<file path="src/rtl/mem_arbiter.sv">
// Two-requester round-robin arbiter for the single main-memory port.
// Each transaction holds the port for MEM_LATENCY cycles, then pulses the granted requester's ready.
module mem_arbiter #(
    parameter int MEM_LATENCY = 4
) (
    input  logic        clk,
    input  logic        rst_b,
    input  logic        if_req,
    input  logic [31:0] if_addr,
    output logic        if_ready,
    output logic [31:0] if_data,
    input  logic        d_req,
    input  logic        d_we,
    input  logic [31:0] d_addr,
    input  logic [31:0] d_wdata,
    output logic        d_ready,
    output logic [31:0] d_rdata,
    output logic [31:0] mem_addr,
    output logic [7:0]  mem_data_in  [0:3],
    input  logic [7:0]  mem_data_out [0:3],
    output logic        mem_write_en,
    output logic        busy
);

    localparam int               CNT_W    = $clog2(MEM_LATENCY + 1);
    localparam logic [CNT_W-1:0] CNT_LOAD = CNT_W'(MEM_LATENCY - 1);
    localparam logic [CNT_W-1:0] CNT_ONE  = CNT_W'(1);

    typedef enum logic [1:0] {S_IDLE, S_BUSY, S_DONE} state_t;
    typedef enum logic {G_IF = 1'b0, G_D = 1'b1} grant_t;

    state_t           r_state;
    grant_t           r_last;
    grant_t           r_owner;
    logic [CNT_W-1:0] r_cnt;
    logic [31:0]      r_addr;
    logic [31:0]      r_wdata;
    logic [31:0]      r_if_data;
    logic [31:0]      r_d_rdata;
    logic             r_we;
    logic             r_wen;
    logic             r_if_ready;
    logic             r_d_ready;
    logic             r_busy;

    logic             w_grant_d;
    logic [31:0]      w_rdata;

    // On a tie the requester that did not win last time is served.
    assign w_grant_d = d_req && (!if_req || (r_last == G_IF));
    assign w_rdata   = {mem_data_out[0], mem_data_out[1], mem_data_out[2], mem_data_out[3]};

    always_ff @(posedge clk or negedge rst_b) begin
        if (!rst_b) begin
            r_state    <= S_IDLE;
            r_last     <= G_IF;
            r_owner    <= G_IF;
            r_cnt      <= '0;
            r_addr     <= '0;
            r_wdata    <= '0;
            r_if_data  <= '0;
            r_d_rdata  <= '0;
            r_we       <= 1'b0;
            r_wen      <= 1'b0;
            r_if_ready <= 1'b0;
            r_d_ready  <= 1'b0;
            r_busy     <= 1'b0;
        end else begin
            r_if_ready <= 1'b0;
            r_d_ready  <= 1'b0;
            r_wen      <= 1'b0;
            case (r_state)
                S_IDLE: begin
                    if (if_req || d_req) begin
                        r_owner <= w_grant_d ? G_D : G_IF;
                        r_last  <= w_grant_d ? G_D : G_IF;
                        r_addr  <= w_grant_d ? d_addr : if_addr;
                        r_we    <= w_grant_d && d_we;
                        r_wdata <= d_wdata;
                        r_cnt   <= CNT_LOAD;
                        // With a one-cycle access the first BUSY cycle is also the last.
                        r_wen   <= (MEM_LATENCY == 1) && w_grant_d && d_we;
                        r_busy  <= 1'b1;
                        r_state <= S_BUSY;
                    end
                end
                S_BUSY: begin
                    if (r_cnt == '0) begin
                        if (!r_we) begin
                            if (r_owner == G_D) r_d_rdata <= w_rdata;
                            else                r_if_data <= w_rdata;
                        end
                        r_if_ready <= (r_owner == G_IF);
                        r_d_ready  <= (r_owner == G_D);
                        r_state    <= S_DONE;
                    end else begin
                        r_cnt <= r_cnt - CNT_ONE;
                        r_wen <= (r_cnt == CNT_ONE) && r_we;
                    end
                end
                S_DONE: begin
                    r_busy  <= 1'b0;
                    r_state <= S_IDLE;
                end
                default: begin
                    r_busy  <= 1'b0;
                    r_state <= S_IDLE;
                end
            endcase
        end
    end

    assign if_ready       = r_if_ready;
    assign if_data        = r_if_data;
    assign d_ready        = r_d_ready;
    assign d_rdata        = r_d_rdata;
    assign mem_addr       = r_addr;
    assign mem_write_en   = r_wen;
    assign busy           = r_busy;
    assign mem_data_in[0] = r_wdata[31:24];
    assign mem_data_in[1] = r_wdata[23:16];
    assign mem_data_in[2] = r_wdata[15:8];
    assign mem_data_in[3] = r_wdata[7:0];

endmodule

</file>
<file path="config.mk">
export PLATFORM = sky130hd
export DESIGN_NAME = mem_arbiter
export DESIGN_NICKNAME = d
export VERILOG_FILES = /design/src/rtl/mem_arbiter.sv
export SDC_FILE = /design/constraint.sdc
export NUM_CORES = 1
export LEC_CHECK = 0
export BUFFER_PORTS_ARGS = -buffer_cell sky130_fd_sc_hd__buf_2
export CAP_MARGIN = 20
export CORE_UTILIZATION = 42
export CTS_CLUSTER_DIAMETER = 80
export DETAILED_ROUTE_END_ITERATION = 12
export GPL_TIMING_DRIVEN = 1
export MAX_ROUTING_LAYER = met4
export PLACE_DENSITY = 0.76
export SETUP_SLACK_MARGIN = 0.5
export SLEW_MARGIN = 20
export SYNTH_ARGS = -nofsm -noshare
export SYNTH_HDL_FRONTEND = slang
export SYNTH_SLANG_ARGS = --single-unit
</file>
<file path="constraint.sdc">
create_clock -name clk -period 1.5 [get_ports clk]
set_input_delay 0.3 -clock clk [delete_from_list [all_inputs] [get_ports clk]]
set_output_delay 0.3 -clock clk [all_outputs]
set_load 0.01 [all_outputs]
</file>
==> metrics.md, run 1 <==
| Metric | Value |
|---|---|
| Status | `finished, violations left` |
| Failing checks | `setup timing` |
| Die height | `118 µm` |
| WP data arrival | `1.89 ns` |
| Crit path required time | `1.80 ns` |
| Crit share post-route | `1.06` |
| DR pass1 iterations | `4` |
| DRC viols | `0` |
| Max IR drop VDD | `0.00117 V` |
| Min-delay worst type | `in -> reg` |
| CP startpoint | `r_state[0]$_DFFE_PN0P_` |
| Most frequent cell after synthesis | `mux2_2` |
| Synth warnings | `0` |
| Reg clk slew, reported paths | `0.06 ns` |
| Worst-Margin Slew | `0.244 ns` |
| Power Dens Cells | `2280 nW/µm²` |
| Worst path most repeated cell | `buf_12` |
| Max Root-Sink Buffers | `2` |
| Final nets | `887` |
| Crit-path max cell delay | `0.41 ns` |
| Crit Reg-Reg Endpoint | `mem_addr[18]$_DFFE_PN0P_` |
| Fin crit period | `1.59 ns` |
| Fin. max-slew vios | `0` |
| Final WS setup | `-0.0886 ns` |
| Slowest stage cell, crit path | `dfrtp_1` |
| Largest area contributor in the netlist | `dfrtp_1` |
| Total global-route track usage | `0.243` |
| Fin Clk Skew | `0.00853 ns` |
| Initial core utilization | `0.429` |
| Final total power | `22.8 mW` |
| H-Tree Depth | `4` |
| Final setup vio count | `120` |
| Synth cell count leaders | `mux2_2, dfrtp_1, buf_2` |
| Min Hold Slack | `0.111 ns` |
| Final hold viol count | `0` |
| Top_reg_cell synth | `dfrtp_1` |
| Synth Net Count | `492` |
| Largest cells by area after synthesis | `dfrtp_1, mux2_2, buf_2` |
| Layout cells sized above 1 | `0.789` |
| Post-synth EDFFs | `0` |
| Gp weighted congestion | `0.757` |
| Fmax | `0.629 GHz` |
| Multi-input gate area | `2690 µm²` |
| Core area | `13,200 µm²` |
| Gr ovfl total | `0` |
| Number of global-route vias before repair | `4,809` |
| RSZ-0062 raised after global routing | `yes` |
| Clock Sinks | `139` |
| Vias | `4,597` |
| Fillers | `736` |
| Worst-Skew Late Latency | `0.42 ns` |
| P&R area growth vs syn | `77.2%` |
| FF-to-FF path depth | `6` |
| DRT iter0 DRCs | `160` |
| Top cell type's share of synthesized area | `0.614` |
| Reg2Reg Setup Slack | `-0.09 ns` |
| R2R Path Start | `r_state[0]$_DFFE_PN0P_` |
| Register area | `3480 µm²` |
| Layout Utilization | `0.761` |
| Crit path max-delay family | `buffers and inverters` |
| Crit-path cells | `buf_6 -> nor3_4 -> buf_12 -> buf_12 -> clkbuf_16 -> mux2_4` |
| Die X | `118 µm` |
| Max_cap viols | `0` |
| Number of distinct library cells after synthesis | `28` |
| Post-Syn Area per Cell | `15.9 µm²` |
| CP Max Fanout | `6` |
| HPWL after detailed placement | `9680 µm` |
| Synthesized area | `5660 µm²` |
| Pleak | `5.19 nW` |
| Final ANT Viol Nets | `0` |
| Startpoint types | `flip-flop` |
| Wire length of the first global-routing pass | `25,300 µm` |
| Async S/R FF share, synth | `1.00` |
| Vias per inst | `4.89` |
| Setup slack at placement | `-0.154 ns` |
| Yosys reg bits | `139` |
| Setup crit end kind | `flip-flop` |
| Antenna cells | `0` |
| WL final | `17,600 µm` |
| Die ar. | `14,000 µm²` |
| Critical path type | `reg -> reg` |
| CTS tree | `built` |
| Seq/Total Area, Yosys | `0.614` |
| Slew HR | `0.837` |
| Largest net degree at the start of global routing | `44` |
| Row count | `42` |
| # IOs | `265` |
| Total CTS buffers | `17` |
| Worst Path Buf+Inv | `4` |
| CTS Root Cell | `clkbuf_16` |
| Initial antenna violation count | `0` |
| Mapped Cells | `356` |
| # port buffers | `264` |
| WL/cell | `18.8 µm` |
| Cell depth of the worst setup path | `6` |
| Crit path to | `mem_addr[18]$_DFFE_PN0P_` |
[where the power goes]
part           switching, mW  leakage, nW  internal, mW  total, mW
clock                   1.57        0.329          3.25       4.82
combinational           4.19         3.20          7.09       11.3
sequential              1.14         1.66          5.61       6.74
total                   6.90         5.19          15.9       22.8
[flip-flops by register name, indices dropped and copies added (netlist names)]
| name | count |
|---|---|
| mem_data_in | 32 |
| r_we | 1 |
| r_owner | 1 |
| d_rdata | 32 |
| r_cnt | 3 |
| r_state | 2 |
| busy | 1 |
| d_ready | 1 |
| mem_write_en | 1 |
| if_data | 32 |
| mem_addr | 32 |
| if_ready | 1 |
[stage by stage]
step           setup TNS, ns  cells  instance area, µm²
4_1_cts                -6.23    890                9350
3_3_place_gp           -7.25    800                7700
6_report               -5.77    940               10000
2_1_floorplan          -3.84    356                6060
3_5_place_dp          -11.19    800                7700
5_1_grt               -12.38    940               10000
[cells by family after synthesis]
| logic type | Yosys count | synth area share |
|---|---|---|
| AOI/OAI and AO/OA | 7 | 0.00884 |
| and+or+nand+nor | 22 | 0.0245 |
| buffers and inverters | 22 | 0.0223 |
| adders and majority gates | 3 | 0.00663 |
| muxes | 163 | 0.324 |
| DFF | 139 | 0.614 |
[worst reg2reg max path, cell delays in order (launching register included)]
cell	delay (ns)
dfrtp_1	0.41
buf_6	0.14
nor3_4	0.20
buf_12	0.17
buf_12	0.12
clkbuf_16	0.15
mux2_4	0.30
[layout by cell type (no fill, tap or decap), types with 2 or more instances in the layout]
master / instances
inv_1: 2
ha_4: 2
nor2_4: 2
buf_8: 3
dfrtp_1: 139
nand2b_1: 2
nor2b_1: 2
o21ai_0: 2
buf_6: 43
clkbuf_8: 3
inv_2: 2
mux2i_1: 2
mux2_2: 25
clkinvlp_4: 2
buf_2: 235
bufinv_16: 6
buf_16: 7
buf_4: 87
nand2_1: 2
nor3_4: 2
clkbuf_16: 23
buf_12: 12
mux2_4: 136
clkinv_2: 2
[final cells by class]
cell class,instances,area share
clock inverter,11,0.0213
inverter,4,0.00150
clock buffer,21,0.0469
sequential,139,0.347
tap,176,0.0219
multi-input combinational,195,0.268
timing repair buffer,394,0.294
[what timing repair did]
item,in CTS,in global routing
pin swaps,8,8
buffers inserted,51,43
resized for setup,96,41
gates cloned,6,7
endpoints found under the setup margin,271,372
hold buffers,1,0
hold endpoints to repair,38,0
[worst min path at each step]
stage	depth (start not counted)	slack, ns	end	startpoint
6_report	2	0.11	mem_data_in[0]$_DFFE_PN0P_	d_wdata[0]
5_1_grt	2	0.1	mem_data_in[21]$_DFFE_PN0P_	d_wdata[21]
4_1_cts	2	0.09	mem_data_in[1]$_DFFE_PN0P_	d_wdata[1]
3_5_place_dp	1	0.25	d_rdata[15]$_DFFE_PN0P_	rst_b
3_3_place_gp	1	0.24	if_data[11]$_DFFE_PN0P_	rst_b
2_1_floorplan	0	0.004	busy$_DFFE_PN0P_	rst_b
[layer usage]
layer,vias up,share of wire,GRT usage,wire length [µm]
met4,0,0.016,0.0978,280
met3,30,0.056,0.0550,996
met5,-,0,-,0
met2,201,0.53,0.421,9270
met1,2310,0.40,0.271,7100
li1,2056,-,-,-
No activity file was read; power rests on OpenSTA's default activity.
==> run 2: changes to the inputs <==
--- a/config.mk
+++ b/config.mk
@@ -7,12 +7,12 @@
 export LEC_CHECK = 0
 export BUFFER_PORTS_ARGS = -buffer_cell sky130_fd_sc_hd__buf_2
 export CAP_MARGIN = 20
-export CORE_UTILIZATION = 42
+export CORE_UTILIZATION = 50
 export CTS_CLUSTER_DIAMETER = 80
 export DETAILED_ROUTE_END_ITERATION = 12
 export GPL_TIMING_DRIVEN = 1
 export MAX_ROUTING_LAYER = met4
-export PLACE_DENSITY = 0.76
+export PLACE_DENSITY = 0.85
 export SETUP_SLACK_MARGIN = 0.5
 export SLEW_MARGIN = 20
 export SYNTH_ARGS = -nofsm -noshare
==> constraint.sdc (replaced) <==
create_clock -name clk -period 1.9 [get_ports clk]
set_input_delay 0.38 -clock clk [delete_from_list [all_inputs] [get_ports clk]]
set_output_delay 0.38 -clock clk [all_outputs]
set_load 0.01 [all_outputs]
==> run 2 against run 1 <==
Highest routed layer unchanged. The flow now finishes without violations. Via count is 7.3% lower. Clock-buffer cell count is 4 higher. Power is 35% lower. Sequential power is 22% lower. Critical path type unchanged. Largest power group unchanged.
==> metrics.md, run 2 (synthesis results as in run 1) <==
| Metric | Value |
|---|---|
| Slew HR | `0.693` |
| Core area | `10,900 µm²` |
| DR pass1 iterations | `4` |
| P&R area growth vs syn | `53.5%` |
| Commonest cells after routing, fill and taps aside | `buf_2, dfrtp_1, mux2_4` |
| Largest net degree at the start of global routing | `49` |
| FF-to-FF path depth | `5` |
| Layout cells sized above 1 | `0.747` |
| Hold EP | `mem_data_in[13]$_DFFE_PN0P_` |
| Fillers | `597` |
| Fmax | `0.608 GHz` |
| Worst-Skew Late Latency | `0.42 ns` |
| Fin. max-slew vios | `0` |
| WP data arrival | `1.94 ns` |
| Number of global-route vias before repair | `4,573` |
| Power Dens Cells | `1710 nW/µm²` |
| Min-delay worst type | `in -> reg` |
| Startpoint types | `flip-flop` |
| H-Tree Depth | `4` |
| Die height | `108 µm` |
| Post-Layout Inst Area | `8690 µm²` |
| Critical hold path startpoint | `d_wdata[13]` |
| Initial antenna violation count | `0` |
| Die X | `108 µm` |
| RSZ-0062 raised after global routing | `yes` |
| DRC viols | `0` |
| Net Sw Frac | `0.327` |
| Gr ovfl total | `0` |
| Antenna cells | `0` |
| Pleak | `4.43 nW` |
| Final TNS setup | `0 ns` |
| Fin crit period | `1.65 ns` |
| Vias | `4,263` |
| Wire length of the first global-routing pass | `24,200 µm` |
| R2R Path Start | `r_owner$_DFFE_PN0P_` |
| Max_cap viols | `0` |
| Die ar. | `11,800 µm²` |
| Final nets | `800` |
| Final setup vio count | `0` |
| Crit Reg-Reg Endpoint | `mem_addr[8]$_DFFE_PN0P_` |
| Max Root-Sink Buffers | `2` |
| Worst-Margin Slew | `0.460 ns` |
| WL/cell | `21.0 µm` |
| Most common cell after layout, fill and taps aside | `buf_2` |
| WL final | `17,000 µm` |
| Clock Sinks | `139` |
| Status | `completed` |
| Net Switching | `4.87 mW` |
| HPWL after detailed placement | `10,200 µm` |
| CTS tree | `built` |
| Combinational power share | `0.448` |
| Initial core utilization | `0.518` |
| Total global-route track usage | `0.290` |
| Placed cell area | `7550 µm²` |
| Sequential share of power | `0.356` |
| Final hold viol count | `0` |
| Row count | `38` |
| Crit share post-route | `0.866` |
| Vias per inst | `5.24` |
| Reg clk slew, reported paths | `0.05 ns` |
| Final ANT Viol Nets | `0` |
| Setup crit end kind | `flip-flop` |
| Crit path required time | `2.19 ns` |
| CP Max Fanout | `7` |
| Hold path depth | `2` |
| Gp weighted congestion | `0.789` |
| Pint | `10.0 mW` |
| # IOs | `265` |
| Clk pwr share | `0.196` |
| Reg2Reg Setup Slack | `0.25 ns` |
| CTS Root Cell | `clkbuf_16` |
| # port buffers | `264` |
| DRT iter0 DRCs | `181` |
| Fin Clk Skew | `0.00560 ns` |
| Critical path type | `reg -> reg` |
| Max IR drop VDD | `0.00119 V` |
| Total CTS buffers | `17` |
## run 2: changes by cell type in the layout (fill, tap and decap cells not counted), sizes merged
cell      before  now
clkbuf        27   29
buf          387  302
clkinvlp       2    0
bufinv         6    0
## run 2: per-layer routing
metal	vias to the layer above	wire, µm	global-route usage
met5	-	0	-
met4	0	441	0.120
met3	31	1020	0.0669
met2	211	9160	0.506
met1	2149	6420	0.316
li1	1872	-	-
## run 2: what timing repair did
action / 4_1_cts / 5_1_grt
gates resized for setup: 27 / 13
setup endpoints to repair: 131 / 133
buffers inserted: 15 / 3
hold buffers: 1 / 0
pin swaps: 5 / 3
hold endpoints to repair: 45 / 0
gates cloned: 8 / 6
## run 2: power groups by stage
stage	clock network (mW)	registers, mW	logic [mW]
global placement	0	5.19	5.47
global route	3.09	5.45	7.05
detailed placement	0	5.26	5.65
finish	2.92	5.29	6.66
floorplan	0	5.84	2.86
CTS	2.94	5.25	6.27
## run 2: critical path, stage by stage (launching register included)
cell and delay (ns):
dfrtp_2 0.43, a21boi_4 0.20, buf_6 0.17, buf_12 0.14, mux2_4 0.32, mux2_4 0.27
## run 2: layout make-up
cell class                 count  area (µm²)  share of cell area
tap                          140         175              0.0202
clock buffer                  25         495              0.0570
multi-input combinational    195        2470               0.284
sequential                   139        3480               0.400
clock inverter                 3        15.0             0.00173
inverter                       4        15.0             0.00173
timing repair buffer         307        2040               0.235
## run 2: through the flow
stage / utilization / hold WS (ns) / instances / total power, mW / setup slack [ns]
after CTS: 0.776 / 0.183 / 804 / 14.5 / 0.286
after global routing: 0.795 / 0.189 / 813 / 15.6 / 0.213
final: 0.795 / 0.196 / 813 / 14.9 / 0.255
after detailed placement: 0.690 / 0.340 / 752 / 10.9 / 0.144
after floorplan: - / 0.0844 / 356 / 8.70 / 0.323
after global placement: 0.690 / 0.337 / 752 / 10.7 / 0.207
## run 2: how the worst max path moves through the flow
stage                           start                          to  cells after the start
2_1_floorplan  r_state[1]$_DFFE_PN0P_     d_rdata[10]$_DFFE_PN0P_                      6
3_3_place_gp     r_cnt[0]$_DFFE_PN0P_     d_rdata[31]$_DFFE_PN0P_                      5
3_5_place_dp     r_cnt[0]$_DFFE_PN0P_      d_rdata[0]$_DFFE_PN0P_                      5
4_1_cts        r_state[1]$_DFFE_PN0P_     d_rdata[20]$_DFFE_PN0P_                      5
5_1_grt        r_state[1]$_DFFE_PN0P_  mem_data_in[8]$_DFFE_PN0P_                      5
6_report          r_owner$_DFFE_PN0P_     mem_addr[8]$_DFFE_PN0P_                      5
==> run 3: changes to the inputs <==
--- a/config.mk
+++ b/config.mk
@@ -7,12 +7,13 @@
 export LEC_CHECK = 0
 export BUFFER_PORTS_ARGS = -buffer_cell sky130_fd_sc_hd__buf_2
 export CAP_MARGIN = 20
-export CORE_UTILIZATION = 50
+export CORE_UTILIZATION = 52
+export CTS_BUF_LIST = sky130_fd_sc_hd__clkbuf_2
 export CTS_CLUSTER_DIAMETER = 80
 export DETAILED_ROUTE_END_ITERATION = 12
 export GPL_TIMING_DRIVEN = 1
 export MAX_ROUTING_LAYER = met4
-export PLACE_DENSITY = 0.85
+export PLACE_DENSITY = 0.88
 export SETUP_SLACK_MARGIN = 0.5
 export SLEW_MARGIN = 20
 export SYNTH_ARGS = -nofsm -noshare
==> run 3 against run 2 <==
The flow now stops in global routing (5_1_grt). Synthesized area is the same. Synthesized cell count unchanged.
==> metrics.md, run 3 <==
| Metric | Value |
|---|---|
| Status | `stopped before the end` |
| Last stage reached | `global routing (5_1_grt)` |
| Error message | `[ERROR DPL-0038] Utilization greater than 100%, impossible to legalize` |
| Max Root-Sink Buffers | `2` |
| Top cell type's share of synthesized area | `0.614` |
| Async S/R FF share, synth | `1.00` |
| # port buffers | `264` |
| # IOs | `265` |
| Initial core utilization | `0.541` |
| Gp weighted congestion | `0.840` |
| Synth Net Count | `492` |
| Synth cell count leaders | `mux2_2, dfrtp_1, buf_2` |
| Row count | `37` |
| Worst endpoint pin kind | `output port` |
| Mapped Cells | `356` |
| Largest cells by area after synthesis | `dfrtp_1, mux2_2, buf_2` |
| Total CTS buffers | `17` |
| H-Tree Depth | `4` |
| Post-Syn Area per Cell | `15.9 µm²` |
| Top_reg_cell synth | `dfrtp_1` |
| Die X | `106 µm` |
| Seq/Total Area, Yosys | `0.614` |
| Clock Sinks | `139` |
| Die height | `106 µm` |
| Largest area contributor in the netlist | `dfrtp_1` |
| Cell count after placement | `749` |
| Synthesized area | `5660 µm²` |
| CTS Root Cell | `clkbuf_2` |
| Yosys reg bits | `139` |
| Post-synth EDFFs | `0` |
| Largest net degree at the start of global routing | `58` |
| Most frequent cell after synthesis | `mux2_2` |
| Synth warnings | `0` |
| Worst_ep grt | `if_data[9]` |
| HPWL after detailed placement | `10,000 µm` |
| Number of distinct library cells after synthesis | `28` |
## run 3: cell counts after synthesis
No cell type changed its count.
## run 3: stage by stage
step	utilization	cell area, µm²	worst slack (ns)
global placement	0.721	7550	0.209
detailed placement	0.721	7550	0.160
floorplan	-	6060	0.323
CTS	0.936	9790	0.204
## run 3: cell families after synthesis
group | synth area share
mux | 0.324
flops | 0.614
buf+inv | 0.0223
simple gates | 0.0245
compound gates | 0.00884
fa+ha+maj | 0.00663
## run 3: what timing repair did
item,4_1_cts
pin swaps,3
hold buffers,66
gates resized for setup,93
endpoints found under the hold margin,236
endpoints found under the setup margin,263
setup buffers,71
cloned,16
==> run 4: changes to the inputs <==
==> config.mk (replaced) <==
export PLATFORM = sky130hd
export DESIGN_NAME = mem_arbiter
export DESIGN_NICKNAME = d
export VERILOG_FILES = /design/src/rtl/mem_arbiter.sv
export SDC_FILE = /design/constraint.sdc
export NUM_CORES = 1
export LEC_CHECK = 0
export BUFFER_PORTS_ARGS = -buffer_cell sky130_fd_sc_hd__buf_2
export CAP_MARGIN = 20
export CORE_UTILIZATION = 40
export DETAILED_ROUTE_END_ITERATION = 12
export GPL_TIMING_DRIVEN = 1
export PLACE_DENSITY_LB_ADDON = 0.15
export SLEW_MARGIN = 20
export SYNTH_ARGS = -nofsm -noshare
export SYNTH_HDL_FRONTEND = slang
export SYNTH_SLANG_ARGS = --single-unit
==> run 4 against run 3 <==
The run now ends clean.
==> metrics.md, run 4 (synthesis results as in run 1) <==
| Metric | Value |
|---|---|
| Status | `completed` |
| Startpoint types | `flip-flop` |
| Initial antenna violation count | `0` |
| Layout Utilization | `0.574` |
| HPWL after detailed placement | `9300 µm` |
| CTS Hold Bufs | `1` |
| Total global-route track usage | `0.178` |
| WL/cell | `15.1 µm` |
| Initial core utilization | `0.410` |
| Cell count after placement | `793` |
| # IOs | `265` |
| Antenna cells | `0` |
| WL final | `12,500 µm` |
| Final ANT Viol Nets | `0` |
| Die ar. | `14,600 µm²` |
| Worst-Margin Slew | `0.415 ns` |
| Largest net degree at the start of global routing | `57` |
| Post_cts resized | `0` |
| DRT iter0 DRCs | `118` |
| Die height | `121 µm` |
| DRC viols | `0` |
| H-Tree Depth | `4` |
| DR pass1 iterations | `4` |
| Final nets | `769` |
| Final total power | `13.6 mW` |
| Pleak | `3.91 nW` |
| Vias | `3,969` |
| Number of global-route vias before repair | `4,106` |
| Clock Sinks | `139` |
| Row count | `43` |
| Fin crit period | `1.74 ns` |
| Crit path required time | `2.19 ns` |
| Die X | `121 µm` |
| Max_cap viols | `0` |
| P&R area growth vs syn | `40.0%` |
| Post-CTS setup buffers | `0` |
| Layout Cells excl Fill | `826` |
| Reg clk slew, reported paths | `0.06 ns` |
| Vias per inst | `4.81` |
| CTS Root Cell | `clkbuf_16` |
| Gr ovfl total | `0` |
| Core area | `13,800 µm²` |
| Fin. max-slew vios | `0` |
| Min Hold Slack | `0.201 ns` |
| Layout cells sized above 1 | `0.731` |
| Most common cell after layout, fill and taps aside | `buf_2` |
| Slew HR | `0.724` |
| # port buffers | `264` |
| CP Max Fanout | `32` |
| Max Root-Sink Buffers | `2` |
| Max IR drop VDD | `0.000852 V` |
| Setup crit end kind | `flip-flop` |
| Worst-Skew Late Latency | `0.41 ns` |
| Power Dens Cells | `1720 nW/µm²` |
| Total CTS buffers | `17` |
| RSZ-0062 raised after global routing | `no` |
| Commonest cells after routing, fill and taps aside | `buf_2, mux2_2, dfrtp_1` |
| Final hold viol count | `0` |
| Fin Clk Skew | `0.00668 ns` |
| Gp weighted congestion | `0.742` |
| WP data arrival | `2.02 ns` |
| Min-delay worst type | `in -> reg` |
| Post-Layout Inst Area | `7930 µm²` |
| Crit share post-route | `0.913` |
| CTS tree | `built` |
| Final setup vio count | `0` |
| Final TNS setup | `0 ns` |
| Setup slack at placement | `0.158 ns` |
| Fmax | `0.576 GHz` |
| Critical path type | `reg -> reg` |
| Wire length of the first global-routing pass | `20,000 µm` |
| Final WS setup | `0.165 ns` |
| Placed cell area | `7290 µm²` |
run 4: where the power goes:
part           internal (mW)  switching [mW]
sequential              4.42           0.710
combinational           2.75            2.32
clock                   2.25            1.19
total                   9.42            4.22
run 4: layout make-up:
type / count / area, µm²
fillers: 1149 / 5900
flip-flops and latches: 139 / 3480
multi-input cells: 195 / 2080
repair buffers: 276 / 1510
clock buffers: 19 / 453
well taps: 180 / 225
clock inverters: 13 / 173
inverters: 4 / 15.0
run 4: metal layers:
metal | vias to the layer above | part of all wire | GRT usage
li1 | 1828 | - | -
met2 | 151 | 0.51 | 0.300
met5 | - | 0 | 0
met4 | 0 | 0.019 | 0.0818
met1 | 1970 | 0.40 | 0.206
met3 | 20 | 0.071 | 0.0564
run 4: worst paths after layout:
kind                                      start                           to  slack (ns)  cells after the start
min in group asynchronous                 rst_b      d_rdata[12]$_DFFE_PN0P_        0.46                      2
max                        r_cnt[0]$_DFFE_PN0P_       d_rdata[1]$_DFFE_PN0P_        0.16                      5
max reg2reg                r_cnt[0]$_DFFE_PN0P_       d_rdata[1]$_DFFE_PN0P_        0.16                      5
max in group asynchronous                 rst_b      if_data[28]$_DFFE_PN0P_        0.81                      3
min reg2reg                    busy$_DFFE_PN0P_             busy$_DFFE_PN0P_        0.48                      1
min                                 d_wdata[11]  mem_data_in[11]$_DFFE_PN0P_        0.20                      2
run 4: worst max-delay path, cell delays in order, from the launching register on:
cell and delay [ns]:
dfrtp_1 0.41, inv_1 0.10, ha_1 0.24, and4_1 0.26, buf_12 0.22, mux2_2 0.36
